<file path="src/rtl/track_render_pipe_pkg.sv">
// Shared types and constants for the lane/obstacle/player renderer.
// Obstacle lane field is 3 bits wide so any lane count up to 8 fits.
package track_render_pipe_pkg;
  localparam int LANE_W = 3;
  localparam int IDX_W  = 4;

  typedef struct packed {
    logic              active;
    logic [LANE_W-1:0] lane;
    logic [10:0]       position;
  } obstacle_t;

  localparam logic [11:0] OBSTACLE_PALETTE [8] = '{
    12'hF00, 12'h0F0, 12'hFF0, 12'hF0F, 12'h00F, 12'hF80, 12'h8F0, 12'hFFF
  };

  function automatic logic [11:0] lane_bg(input logic [LANE_W-1:0] lane);
    return {7'd0, lane, 2'd0};
  endfunction
endpackage

</file>
<file path="src/rtl/track_render_pipe_hit.sv">
// Half-open horizontal interval test of one sprite against the current pixel.
// Compared in 12 bits so position+WIDTH never wraps; the right edge clips at the screen.
module track_hit_unit
  import track_render_pipe_pkg::*;
#(
  parameter int WIDTH        = 224,
  parameter int SCREEN_WIDTH = 1024
) (
  input  obstacle_t         obs,
  input  logic [LANE_W-1:0] lane,
  input  logic [10:0]       hcount,
  input  logic              margin,
  output logic              hit
);
  logic [11:0] left, right, h;

  assign left  = {1'b0, obs.position};
  assign right = left + 12'(WIDTH);
  assign h     = {1'b0, hcount};
  assign hit   = obs.active && !margin && (obs.lane == lane) &&
                 (h >= left) && (h < right) && (h < 12'(SCREEN_WIDTH));
endmodule

</file>
<file path="src/rtl/track_render_pipe.sv">
// Three-stage lane/obstacle/player renderer with per-frame sprite snapshot,
// sync/blank delay matching and a once-per-frame collision pulse.
module track_render_pipe
  import track_render_pipe_pkg::*;
#(
  parameter int          SCREEN_WIDTH    = 1024,
  parameter int          SCREEN_HEIGHT   = 768,
  parameter int          NUM_LANES       = 3,
  parameter int          NUM_OBSTACLES   = 10,
  parameter int          OBSTACLE_MARGIN = 16,
  parameter int          PLAYER_WIDTH    = 64,
  parameter logic [11:0] PLAYER_COLOR    = 12'h0FF,
  localparam int         PL_W            = $clog2(NUM_LANES)
) (
  input  logic                                system_clock_in,
  input  logic                                system_reset_in,
  input  logic [10:0]                         hcount,
  input  logic [9:0]                          vcount,
  input  logic                                hsync,
  input  logic                                vsync,
  input  logic                                blank,
  input  obstacle_t [NUM_OBSTACLES-1:0]       obstacles,
  input  logic [PL_W-1:0]                     player_lane,
  input  logic [10:0]                         player_x,
  output logic [11:0]                         rgb,
  output logic                                hsync_out,
  output logic                                vsync_out,
  output logic                                blank_out,
  output logic                                collision_pulse
);
  localparam int LANE_HEIGHT    = SCREEN_HEIGHT / NUM_LANES;
  localparam int OBSTACLE_WIDTH = LANE_HEIGHT - 2 * OBSTACLE_MARGIN;

  logic frame_latch;
  assign frame_latch = (hcount == 11'd0) && (vcount == 10'(SCREEN_HEIGHT));

  // Sprite snapshot; player is only drawn once a latch has captured it
  obstacle_t [NUM_OBSTACLES-1:0] snap;
  logic [LANE_W-1:0]             snap_plane;
  logic [10:0]                   snap_px;
  logic                          snap_pact;

  always_ff @(posedge system_clock_in) begin
    if (system_reset_in) begin
      snap       <= '0;
      snap_plane <= '0;
      snap_px    <= '0;
      snap_pact  <= 1'b0;
    end else if (frame_latch) begin
      snap       <= obstacles;
      snap_plane <= LANE_W'(player_lane);
      snap_px    <= player_x;
      snap_pact  <= 1'b1;
    end
  end

  // Stage 1: lane index and margin flag
  logic [9:0]        lane_div, lane_base, lane_off;
  logic [LANE_W-1:0] lane_c;
  logic              margin_c;

  assign lane_div  = vcount / 10'(LANE_HEIGHT);
  assign lane_c    = (lane_div > 10'(NUM_LANES - 1)) ? LANE_W'(NUM_LANES - 1)
                                                      : lane_div[LANE_W-1:0];
  assign lane_base = 10'(lane_c) * 10'(LANE_HEIGHT);
  assign lane_off  = vcount - lane_base;
  assign margin_c  = (lane_off < 10'(OBSTACLE_MARGIN)) ||
                     (lane_off >= 10'(LANE_HEIGHT - OBSTACLE_MARGIN));

  logic [1:0]        vld_pipe;
  logic [LANE_W-1:0] s1_lane, s2_lane;
  logic              s1_margin;
  logic [10:0]       s1_hcount;
  logic [2:0]        s1_sync, s2_sync;
  logic [NUM_OBSTACLES-1:0] hit_c, s2_hit;
  logic              phit_c, s2_phit;

  // Stage 2: per-sprite interval compare against the snapshot
  for (genvar g = 0; g < NUM_OBSTACLES; g++) begin : g_hit
    track_hit_unit #(.WIDTH(OBSTACLE_WIDTH), .SCREEN_WIDTH(SCREEN_WIDTH)) u_hit (
      .obs(snap[g]), .lane(s1_lane), .hcount(s1_hcount), .margin(s1_margin), .hit(hit_c[g])
    );
  end

  obstacle_t player_obs;
  assign player_obs = '{active: snap_pact, lane: snap_plane, position: snap_px};

  track_hit_unit #(.WIDTH(PLAYER_WIDTH), .SCREEN_WIDTH(SCREEN_WIDTH)) u_player_hit (
    .obs(player_obs), .lane(s1_lane), .hcount(s1_hcount), .margin(s1_margin), .hit(phit_c)
  );

  always_ff @(posedge system_clock_in) begin
    if (system_reset_in) begin
      vld_pipe  <= '0;
      s1_lane   <= '0;
      s1_margin <= 1'b0;
      s1_hcount <= '0;
      s1_sync   <= '0;
      s2_lane   <= '0;
      s2_hit    <= '0;
      s2_phit   <= 1'b0;
      s2_sync   <= '0;
    end else begin
      vld_pipe  <= {vld_pipe[0], 1'b1};
      s1_lane   <= lane_c;
      s1_margin <= margin_c;
      s1_hcount <= hcount;
      s1_sync   <= {hsync, vsync, blank};
      s2_lane   <= s1_lane;
      s2_hit    <= hit_c;
      s2_phit   <= phit_c;
      s2_sync   <= s1_sync;
    end
  end

  // Stage 3: lowest index wins, then colour select
  logic             any_hit, coll_now;
  logic [IDX_W-1:0] win_idx;
  logic [11:0]      color_c;

  always_comb begin
    any_hit = 1'b0;
    win_idx = '0;
    for (int i = NUM_OBSTACLES - 1; i >= 0; i--) begin
      if (s2_hit[i]) begin
        any_hit = 1'b1;
        win_idx = IDX_W'(i);
      end
    end
    if (s2_sync[0] || !vld_pipe[1]) color_c = 12'h000;
    else if (s2_phit)               color_c = PLAYER_COLOR;
    else if (any_hit)               color_c = OBSTACLE_PALETTE[win_idx[2:0]];
    else                            color_c = lane_bg(s2_lane);
  end

  assign coll_now = vld_pipe[1] && s2_phit && any_hit && !s2_sync[0];

  logic collision_latch;

  always_ff @(posedge system_clock_in) begin
    if (system_reset_in) begin
      rgb             <= '0;
      hsync_out       <= 1'b0;
      vsync_out       <= 1'b0;
      blank_out       <= 1'b0;
      collision_pulse <= 1'b0;
      collision_latch <= 1'b0;
    end else begin
      rgb                              <= color_c;
      {hsync_out, vsync_out, blank_out} <= s2_sync;
      // An overlap coinciding with the latch is credited to the frame ending now
      if (frame_latch) begin
        collision_pulse <= collision_latch | coll_now;
        collision_latch <= 1'b0;
      end else begin
        collision_pulse <= 1'b0;
        if (coll_now) collision_latch <= 1'b1;
      end
    end
  end
endmodule

</file>
<file path="config.mk">
export PLATFORM = sky130hd
export DESIGN_NAME = track_render_pipe
export DESIGN_NICKNAME = d
export VERILOG_FILES = /design/src/rtl/track_render_pipe_pkg.sv /design/src/rtl/track_render_pipe_hit.sv /design/src/rtl/track_render_pipe.sv
export SDC_FILE = /design/constraint.sdc
export NUM_CORES = 1
export LEC_CHECK = 0
export ABC_AREA = 1
export CORE_MARGIN = 1
export CORE_UTILIZATION = 55
export CTS_CLUSTER_DIAMETER = 100
export DETAILED_ROUTE_END_ITERATION = 8
export GPL_ROUTABILITY_DRIVEN = 0
export PLACE_DENSITY = 0.78
export REMOVE_ABC_BUFFERS = 1
export SLEW_MARGIN = 20
export SYNTH_ARGS = -nofsm -noshare
export SYNTH_HDL_FRONTEND = slang
export SYNTH_SLANG_ARGS = --single-unit
</file>
<file path="constraint.sdc">
create_clock -name system_clock_in -period 2.4 [get_ports system_clock_in]
set_input_delay 0.36 -clock system_clock_in [delete_from_list [all_inputs] [get_ports system_clock_in]]
set_output_delay 0.36 -clock system_clock_in [all_outputs]
set_load 0.1 [all_outputs]
</file>
==> results of run 1 <==
-- path summary, 6_finish.rpt --
path                                             start                    end  slack (ns)  cells past startpoint
worst min-delay path                             hsync  s1_sync[2]$_SDFF_PP0_        0.34                      3
worst min register to register   s2_sync[2]$_SDFF_PP0_   hsync_out$_SDFF_PP0_        0.40                      2
worst max-delay path            snap[110]$_SDFFE_PP0P_   s2_hit[7]$_SDFF_PP0_        0.36                     12
worst max register to register  snap[110]$_SDFFE_PP0P_   s2_hit[7]$_SDFF_PP0_        0.36                     12
-- power by group through the flow --
stage | registers (mW) | logic, mW | clock network [mW]
floorplan | 3.66 | 0.557 | 0
global placement | 3.63 | 1.15 | 0
detailed placement | 3.63 | 1.18 | 0
CTS | 3.55 | 1.19 | 4.05
global route | 3.55 | 1.34 | 4.18
finish | 3.55 | 1.20 | 4.00
-- final cells by class --
class / instances / area share [%]
Timing Repair Buffer: 235 / 14.3
Sequential cell: 211 / 25.3
Inverter: 258 / 5.80
Clock inverter: 14 / 1.12
Clock buffer: 32 / 4.14
Multi-Input combinational cell: 1356 / 46.9
Tap cell: 319 / 2.39
-- cells in the final DEF, fill, tap and decap left out, types with 13 or more instances in the layout --
cell | Yosys | layout
xor2_1 | 34 | 34
inv_1 | 257 | 257
ha_1 | 200 | 200
a21oi_1 | 88 | 88
clkbuf_16 | 0 | 25
dfxtp_1 | 211 | 211
xnor2_1 | 13 | 13
a21o_1 | 15 | 15
nand3b_1 | 20 | 20
nand3_1 | 109 | 109
nor2_1 | 181 | 181
nand4_1 | 31 | 31
buf_4 | 18 | 35
nand2_1 | 474 | 473
clkdlybuf4s50_1 | 0 | 188
o21ai_1 | 43 | 43
o21ai_0 | 112 | 112
-- state kept, by name, summed over array words and instances, names as in the netlist, 3 cells and up --
signal	cells
snap	150
s1_hcount	11
snap_px	11
s2_hit	10
rgb	7
s1_sync	3
s2_sync	3
-- through the flow --
stage	setup TNS [ns]	worst slack (ns)	cells	instance area (sq um)	hold slack, ns
after global placement	0	0.203	2379	15800	0.389
after floorplan	-144.90	-0.946	1825	13000	0.388
after global routing	0	0.205	2425	16700	0.335
final	0	0.362	2425	16700	0.345
after CTS	0	0.380	2425	16700	0.330
after detailed placement	0	0.173	2379	15800	0.393
-- kinds of logic after synthesis --
group	Yosys count
AND/OR/NAND/NOR	845
buffers and inverters	307
AO/OA/AOI/OAI	264
flip-flops	211
XOR/XNOR	47
adder cells (fa/ha/maj)	200
-- worst min-delay path, cell delays in order --
cell	delay, ns
clkdlybuf4s50_1	0.39
inv_1	0.05
nor2_1	0.03
-- routing by layer --
layer	up-vias	track usage [%]	wire length, microns
met2	393	51.3	16800
li1	6484	-	-
met1	5771	37.5	15900
met5	-	0	0
met4	0	10.8	1350
met3	82	3.94	2190
==> run_results.csv, run 1 <==
group,metric,value,unit
clock_tree,post_cts_buffers,0,
synthesis,synth_area_leaders,"dfxtp_1 32%, ha_1 19%, nand2_1 13%",
global_routing,first_global_vias,12200,
place,dpl.hpwl,26500,microns
synthesis,synth_top_family_by_area,"simple AND/OR/NAND/NOR gates",
synthesis,synth_area,0.0133,sq mm
route,via_per_inst,5.25,
pwr,ir_drop,0.431,mV
sta,drv_slew,0,
pwr,pwr-share-clk,45.7,%
hold_path,hold_class,"input port to register",
critical_path,cp_common_cell,"nand2_1",
clock_tree,cts_tree,"yes",
synthesis,synth.most_common_cell,"nand2_1",
synthesis,ys_seq_area_share,31.8,%
global_routing,grtUsageTotal,29.6,%
finish,ff_latch_area,0.00422,sq mm
pwr,switching_share,24.8,%
finish,fin_util,70.7,%
die,fp.dieArea,0.0248,sq mm
route,wirelength,36200,microns
sta,timing.final.crit_period,2.04,ns
clock_tree,numCtsBuffers,25,
die,io_pins,205,
die,die_x,157,microns
route,wl_per_cell,14.9,microns
sta,skew,0.00644,ns
pwr,p_leak,7.60,nW
critical_path,path_delay_family,"simple AND/OR/NAND/NOR gates",
die,initial_core_util,56.3,%
synthesis,avgSynthCellArea,7.09,sq um
critical_path,cp_data_arrival_time,2.46,ns
pwr,power_switching,2.17,mW
pwr,internal-power,6.59,mW
synthesis,synth-edff-count,0,
global_routing,grt_max_degree,42,
synthesis,synthMuxAreaShare,0,%
synthesis,synthAdderAreaFrac,18.8,%
synthesis,ys_ff_latch,211,
route,drtAntennaViolNets,0,
route,vias,12700,
finish,multi_input_comb_area,0.00784,sq mm
synthesis,synth_xor_area_share,3.10,%
critical_path,startpoint_type,"register",
synthesis,synth_area_leader_cell,"dfxtp_1",
die,core_area,0.0236,sq mm
sta,fmax,491,MHz
finish,num-nets-final,2476,
synthesis,netlist.area_leader.share,31.8,%
status,outcome,"finished clean",
route,drt_iter0_markers,717,
synthesis,synthTopCellsByCount,"474 x nand2_1, 257 x inv_1, 211 x dfxtp_1",
route,drc_errors,0,
die,die_y,157,microns
pwr,pwr-share-seq,40.6,%
finish,layout-drive-gt1-share,4.56,%
global_routing,grt_pass1_wl,58200,microns
critical_path,cpPeakStageDelay,0.33,ns
synthesis,synth_cells,1874,
sta,relSlewSlack,43.2,%
route,dr.pass1.iters,5,
clock_tree,ctsResizeCount,0,
critical_path,path_cells,"inv_1 > ha_1 > nand2_1 > nand2_1 > xor2_1 > ha_1 > a21oi_1 > nand3b_1 > nand2_1 > nor2_1 > nand2_1 > nor2_1",
job,maxCapViolCount,0,
clock_tree,clockBufferDepth,3,
synthesis,async_flop_share,0,%
critical_path,endpoint_kind,"register",
sta,setup_violations,0,
sta,rsz0062_at_grt,"false",
sta,fin_crit_sh,84.9,%
clock_tree,root_buffer,"clkbuf_16",
synthesis,ys.flop_type,"dfxtp_1",
finish,n_fill_cell,1973,
critical_path,required,2.82,ns
sta,worst_pin_slew,0.850,ns
clock_tree,htree_levels,1,
pwr,pwr-share-comb,13.7,%
critical_path,worst_path_max_delay_cell,"dfxtp_1",
finish,synthToLayoutAreaGrowth,25.6,%
synthesis,synth-simple-area-share,26.7,%
synthesis,ys_types,32,
clock_tree,clk_latency,0.53,ns
pwr,total_power,8.76,mW
global_routing,grt.overflow.total,0,
finish,antenna_cells,0,
place,io_buffers,204,
clock_tree,postCtsHoldBufs,0,
synthesis,synth_compound_area_share,10.3,%
global_routing,antenna_found_initial,0,
critical_path,crit_type,"register to register",
pwr,power_density,525,mW/mm^2
critical_path,crit_fanout,4,
die,rows,56,
synthesis,synth_warnings,0,
critical_path,worstPathBufferInverterCount,1,
clock_tree,clkTransAtPathRegs,0.06,ns
sta,finalHoldViolCount,0,
clock_tree,cts_sinks,211,
Note: power is estimated with default switching activity, not from simulation.
==> inputs of run 2 (changes only) <==
Settings changed: CORE_UTILIZATION 55 to 50, PLACE_DENSITY 0.78 to 0.75.
Clock period 2.4 ns to 1.8 ns, I/O delays scaled along.
==> run 2 against run 1 <==
Clock skew up 0.0055 ns. Combinational power up 43%. Setup slack worse by 0.37 ns. Critical endpoint is now s2_hit[8]$_SDFF_PP0_. Sequential power up 33%. Clock-buffer cell count up 2. The run now ends with setup timing left. Flip-flop and latch count unchanged. Total power up 35%.
==> run_results.csv, run 2 (synthesized netlist as in run 1, its figures left out) <==
group,metric,value,unit
finish,largest_reg_flops,150,
global_routing,grt_max_degree,38,
die,rows,59,
finish,most-common-layout-cells,"451 x nand2_1, 235 x inv_1, 196 x dfxtp_1",
place,dpl.hpwl,27900,microns
finish,num-nets-final,2558,
clock_tree,cts_sinks,211,
critical_path,path_delay_family,"simple AND/OR/NAND/NOR gates",
critical_path,startpoint_type,"register",
clock_tree,clk_latency,0.53,ns
route,wirelength,38000,microns
die,core_area,0.0261,sq mm
finish,regMostFlops,"snap",
route,drc_errors,0,
clock_tree,clkTransAtPathRegs,0.06,ns
job,maxCapViolCount,0,
sta,drv_slew,0,
clock_tree,cts_tree,"yes",
clock_tree,htree_levels,1,
hold_path,hold_class,"input port to register",
finish,layout-drive-gt1-share,12.4,%
finish,fin_util,68.8,%
sta,finalHoldViolCount,0,
global_routing,grt.overflow.total,0,
critical_path,crit_fanout,2,
clock_tree,numCtsBuffers,24,
finish,n_fill_cell,2189,
finish,antenna_cells,0,
sta,rsz0062_at_grt,"true",
sta,fin_ws,-0.00858,ns
global_routing,grtUsageTotal,27.5,%
critical_path,path_cells,"inv_2 > ha_4 > nand2_2 > nand2_2 > xor2_1 > ha_1 > a21oi_1 > nand3b_1 > nand2_1 > nor2_1 > nand2_1 > nor2_2",
critical_path,cpPeakStageDelay,0.33,ns
clock_tree,root_buffer,"clkbuf_16",
sta,fin_hold_ws,0.269,ns
critical_path,worstPathBufferInverterCount,1,
sta,relSlewSlack,75.0,%
critical_path,required,2.26,ns
sta,fmax,553,MHz
die,io_pins,205,
critical_path,endpoint_kind,"register",
status,violations,"setup timing",
route,dr.pass1.iters,5,
finish,final_common_cell,"nand2_1",
route,drtAntennaViolNets,0,
global_routing,first_global_vias,12400,
sta,timing.final.crit_period,1.81,ns
critical_path,cp_data_arrival_time,2.27,ns
finish,top_regs,"snap x150, s1_hcount x11, snap_px x11",
die,die_y,165,microns
route,wl_per_cell,15.1,microns
die,die_x,165,microns
pwr,p_leak,8.17,nW
route,drt_iter0_markers,637,
clock_tree,clockBufferDepth,3,
place,io_buffers,204,
pwr,power_density,661,mW/mm^2
critical_path,crit_type,"register to register",
die,fp.dieArea,0.0272,sq mm
status,outcome,"finished with violations",
sta,setup_violations,1,
global_routing,grt_pass1_wl,59100,microns
route,vias,13000,
place,pre_cts_slack,-0.328,ns
route,via_per_inst,5.17,
sta,skew,0.0119,ns
sta,worst_pin_slew,0.374,ns
finish,synthToLayoutAreaGrowth,35.0,%
pwr,ir_drop,0.857,mV
sta,fin_crit_sh,100,%
critical_path,worst_path_max_delay_cell,"dfxtp_2",
global_routing,antenna_found_initial,0,
clock_tree,postCtsHoldBufs,0,
die,initial_core_util,51.0,%
[run 2: cell types whose count changed in the layout (fill, tap and decap cells not counted), moves of 9 or more]
cell | before | now
a21oi_1 | 88 | 78
inv_2 | 0 | 22
nand2_4 | 1 | 10
a21oi_2 | 0 | 10
ha_4 | 0 | 11
inv_1 | 257 | 235
buf_12 | 12 | 31
dfxtp_1 | 211 | 196
buf_4 | 35 | 99
nand2_1 | 473 | 451
dfxtp_2 | 0 | 15
ha_1 | 200 | 189
nand2_2 | 0 | 13
[run 2: area by class of cell]
type / instances / area, sq um / area share (%)
Tap cell: 335 / 419 / 2.34
Sequential cell: 211 / 4240 / 23.7
Clock buffer: 34 / 728 / 4.06
Multi-Input combinational cell: 1356 / 8170 / 45.6
Inverter: 258 / 968 / 5.40
Timing Repair Buffer: 318 / 3250 / 18.1
Clock inverter: 10 / 161 / 0.900
[run 2: what timing repair did]
action / CTS / global route
pin swaps: 36 / 56
gates resized for setup: 44 / 69
setup buffers: 9 / 7
setup endpoints to repair: 9 / 17
[run 2: per-layer routing]
layer  part of all wire [%]  track usage [%]  vias to the layer above
met4                    4.0             10.8                        0
met2                     48             47.9                      373
met1                     43             34.1                     5936
met3                    5.4             3.37                       91
met5                      0                0                        -
li1                       -                -                     6645
[run 2: worst reg2reg max path, stage by stage (launching register included)]
cell      delay, ns
dfxtp_2        0.33
inv_2          0.05
ha_4           0.16
nand2_2        0.08
nand2_2        0.05
xor2_1         0.14
ha_1           0.30
a21oi_1        0.12
nand3b_1       0.11
nand2_1        0.06
nor2_1         0.13
nand2_1        0.09
nor2_2         0.13
[run 2: power by group]
group | switching [mW] | leakage, nW | internal (mW) | total, mW
combinational | 0.855 | 6.01 | 0.866 | 1.72
clock | 2.04 | 0.445 | 3.38 | 5.42
sequential | 0.0184 | 1.71 | 4.70 | 4.72
total | 2.91 | 8.17 | 8.95 | 11.9
[run 2: stage by stage]
step	TNS, ns	total power [mW]	cells	area [sq um]
final	-0.00858	11.9	2522	17900
after global routing	-0.987	12.3	2522	17900
after CTS	-0.0415	11.9	2515	17600
after detailed placement	-41.63	6.50	2462	16600
after global placement	-39.67	6.46	2462	16600
after floorplan	-231.65	5.62	1825	13000
[run 2: final timing paths]
path                            slack, ns  cells after the start                    end              startpoint
worst max register to register     -0.009                     12   s2_hit[8]$_SDFF_PP0_  snap[125]$_SDFFE_PP0P_
worst min register to register       0.41                      2   hsync_out$_SDFF_PP0_   s2_sync[2]$_SDFF_PP0_
worst max-delay path               -0.009                     12   s2_hit[8]$_SDFF_PP0_  snap[125]$_SDFFE_PP0P_
worst min-delay path                 0.27                      3  s1_sync[2]$_SDFF_PP0_                   hsync
==> inputs of run 3 (changes only) <==
Settings changed: CORE_UTILIZATION 50 to 55, PLACE_DENSITY 0.75 to 0.78.
Clock period 1.8 ns to 2 ns, I/O delays scaled along.
==> run 3 against run 2 <==
The flow now finishes without violations. Core utilization increased by 3.1 points. Final area shrank 5.3%. Non-clock buffer count down 66. Flip-flop and latch count stayed put. Total power shrank 11%. Setup slack better by 0.069 ns. First-iteration DRC count up 42%. Global-route usage grew 2.3 points. Via count shrank 1.7%. Largest power group unchanged.
==> run_results.csv, run 3 (synthesized netlist as in run 1, its figures left out) <==
group,metric,value,unit
die,io_pins,205,
global_routing,grtUsageTotal,29.8,%
die,die_y,157,microns
sta,worst_pin_slew,0.725,ns
clock_tree,numCtsBuffers,25,
finish,n_fill_cell,1955,
status,outcome,"finished clean",
die,die_x,157,microns
finish,layout-drive-gt1-share,6.64,%
finish,final_common_cell,"nand2_1",
critical_path,cp_data_arrival_time,2.41,ns
route,wl_per_cell,15.1,microns
finish,fin_util,71.9,%
sta,finalHoldViolCount,0,
die,rows,56,
finish,stdcell_area,0.0170,sq mm
place,pre_cts_slack,-0.102,ns
clock_tree,post_cts_buffers,0,
route,wirelength,36800,microns
die,fp.dieArea,0.0248,sq mm
clock_tree,cts_tree,"yes",
clock_tree,root_buffer,"clkbuf_16",
sta,skew,0.0218,ns
sta,fin_crit_sh,97.0,%
place,placed_area,0.0160,sq mm
global_routing,grt.overflow.total,0,
place,io_buffers,204,
clock_tree,clk_latency,0.55,ns
finish,most-common-layout-cells,"470 x nand2_1, 250 x inv_1, 206 x dfxtp_1",
critical_path,required,2.47,ns
critical_path,startpoint_type,"register",
global_routing,first_global_vias,12300,
route,drtAntennaViolNets,0,
pwr,ir_drop,0.518,mV
global_routing,grt_pass1_wl,58900,microns
place,dpl.hpwl,26500,microns
clock_tree,cts_sinks,211,
sta,fmax,516,MHz
hold_path,hold_class,"input port to register",
route,drc_errors,0,
critical_path,crit_fanout,2,
route,via_per_inst,5.25,
sta,fin_ws,0.0607,ns
clock_tree,clkTransAtPathRegs,0.06,ns
sta,timing.final.crit_period,1.94,ns
job,maxCapViolCount,0,
die,initial_core_util,56.3,%
critical_path,endpoint_kind,"register",
sta,drv_slew,0,
sta,relSlewSlack,51.6,%
clock_tree,clockBufferDepth,3,
global_routing,grt_max_degree,54,
finish,largest_reg_flops,150,
finish,antenna_cells,0,
finish,regMostFlops,"snap",
global_routing,antenna_found_initial,0,
finish,num-nets-final,2493,
clock_tree,htree_levels,1,
sta,rsz0062_at_grt,"true",
die,core_area,0.0236,sq mm
pwr,p_leak,7.70,nW
route,vias,12800,
sta,setup_violations,0,
finish,top_regs,"snap x150, s1_hcount x11, snap_px x11",
finish,synthToLayoutAreaGrowth,27.8,%
pwr,power_density,624,mW/mm^2
route,dr.pass1.iters,5,
critical_path,crit_type,"register to register",
route,drt_iter0_markers,905,
==> run 3: changes by cell type in the layout (fill, tap and decap cells not counted), sizes merged <==
| cell | previous run | this run |
|---|---|---|
| buf | 130 | 64 |
| inv | 257 | 258 |
| clkinv | 7 | 6 |
| clkinvlp | 0 | 1 |
==> run 3: where the power goes <==
part / switching [mW] / internal, mW / leakage [nW]
sequential: 0.0207 / 4.23 / 1.71
combinational: 0.755 / 0.727 / 5.57
clock: 1.88 / 2.98 / 0.432
==> run 3: final timing paths <==
path,from,end,slack (ns),cells after the start
max,snap[110]$_SDFFE_PP0P_,s2_hit[7]$_SDFF_PP0_,0.06,12
min,blank,s1_sync[0]$_SDFF_PP0_,0.27,3
max reg2reg,snap[110]$_SDFFE_PP0P_,s2_hit[7]$_SDFF_PP0_,0.06,12
min reg2reg,s1_sync[2]$_SDFF_PP0_,s2_sync[2]$_SDFF_PP0_,0.40,2
==> run 3: what timing repair did <==
action	in CTS	in global routing
endpoints found under the setup margin	0	14
resized for setup	0	33
hold buffers	0	0
==> run 3: layout make-up <==
type | instances | area, sq um | area share, %
clock buffer | 34 | 699 | 4.12
tap | 319 | 399 | 2.35
clock inverter | 11 | 184 | 1.08
timing repair buffer | 252 | 2590 | 15.2
inverter | 258 | 968 | 5.70
multi-input combinational | 1356 | 7910 | 46.6
sequential | 211 | 4230 | 24.9
==> run 3: layer usage <==
layer	track usage [%]	up-vias	wire length (microns)
li1	-	6515	-
met1	36.7	5750	15500
met2	51.3	446	17200
met3	4.13	110	2560
met4	13.8	0	1560
met5	0	-	0
==> run 3: metrics by stage <==
| step | power (mW) | setup TNS (ns) | instances | hold WS, ns |
|---|---|---|---|---|
| finish | 10.6 | 0 | 2441 | 0.266 |
| global route | 11.0 | -0.160 | 2441 | 0.267 |
| CTS | 10.6 | 0 | 2441 | 0.253 |
| detailed placement | 5.79 | -8.77 | 2396 | 0.396 |
| global placement | 5.76 | -3.62 | 2396 | 0.389 |
| floorplan | 5.06 | -202.70 | 1825 | 0.369 |
==> run 3: critical path: stages (launching register included) <==
cell and delay [ns]:
dfxtp_1 0.34, inv_1 0.06, ha_1 0.22, nand2_1 0.10
nand2_1 0.07, xor2_1 0.14, ha_1 0.29, a21oi_1 0.12
nand3b_1 0.12, nand2_1 0.06, nor2_1 0.10, nand2_1 0.09
nor2_2 0.15
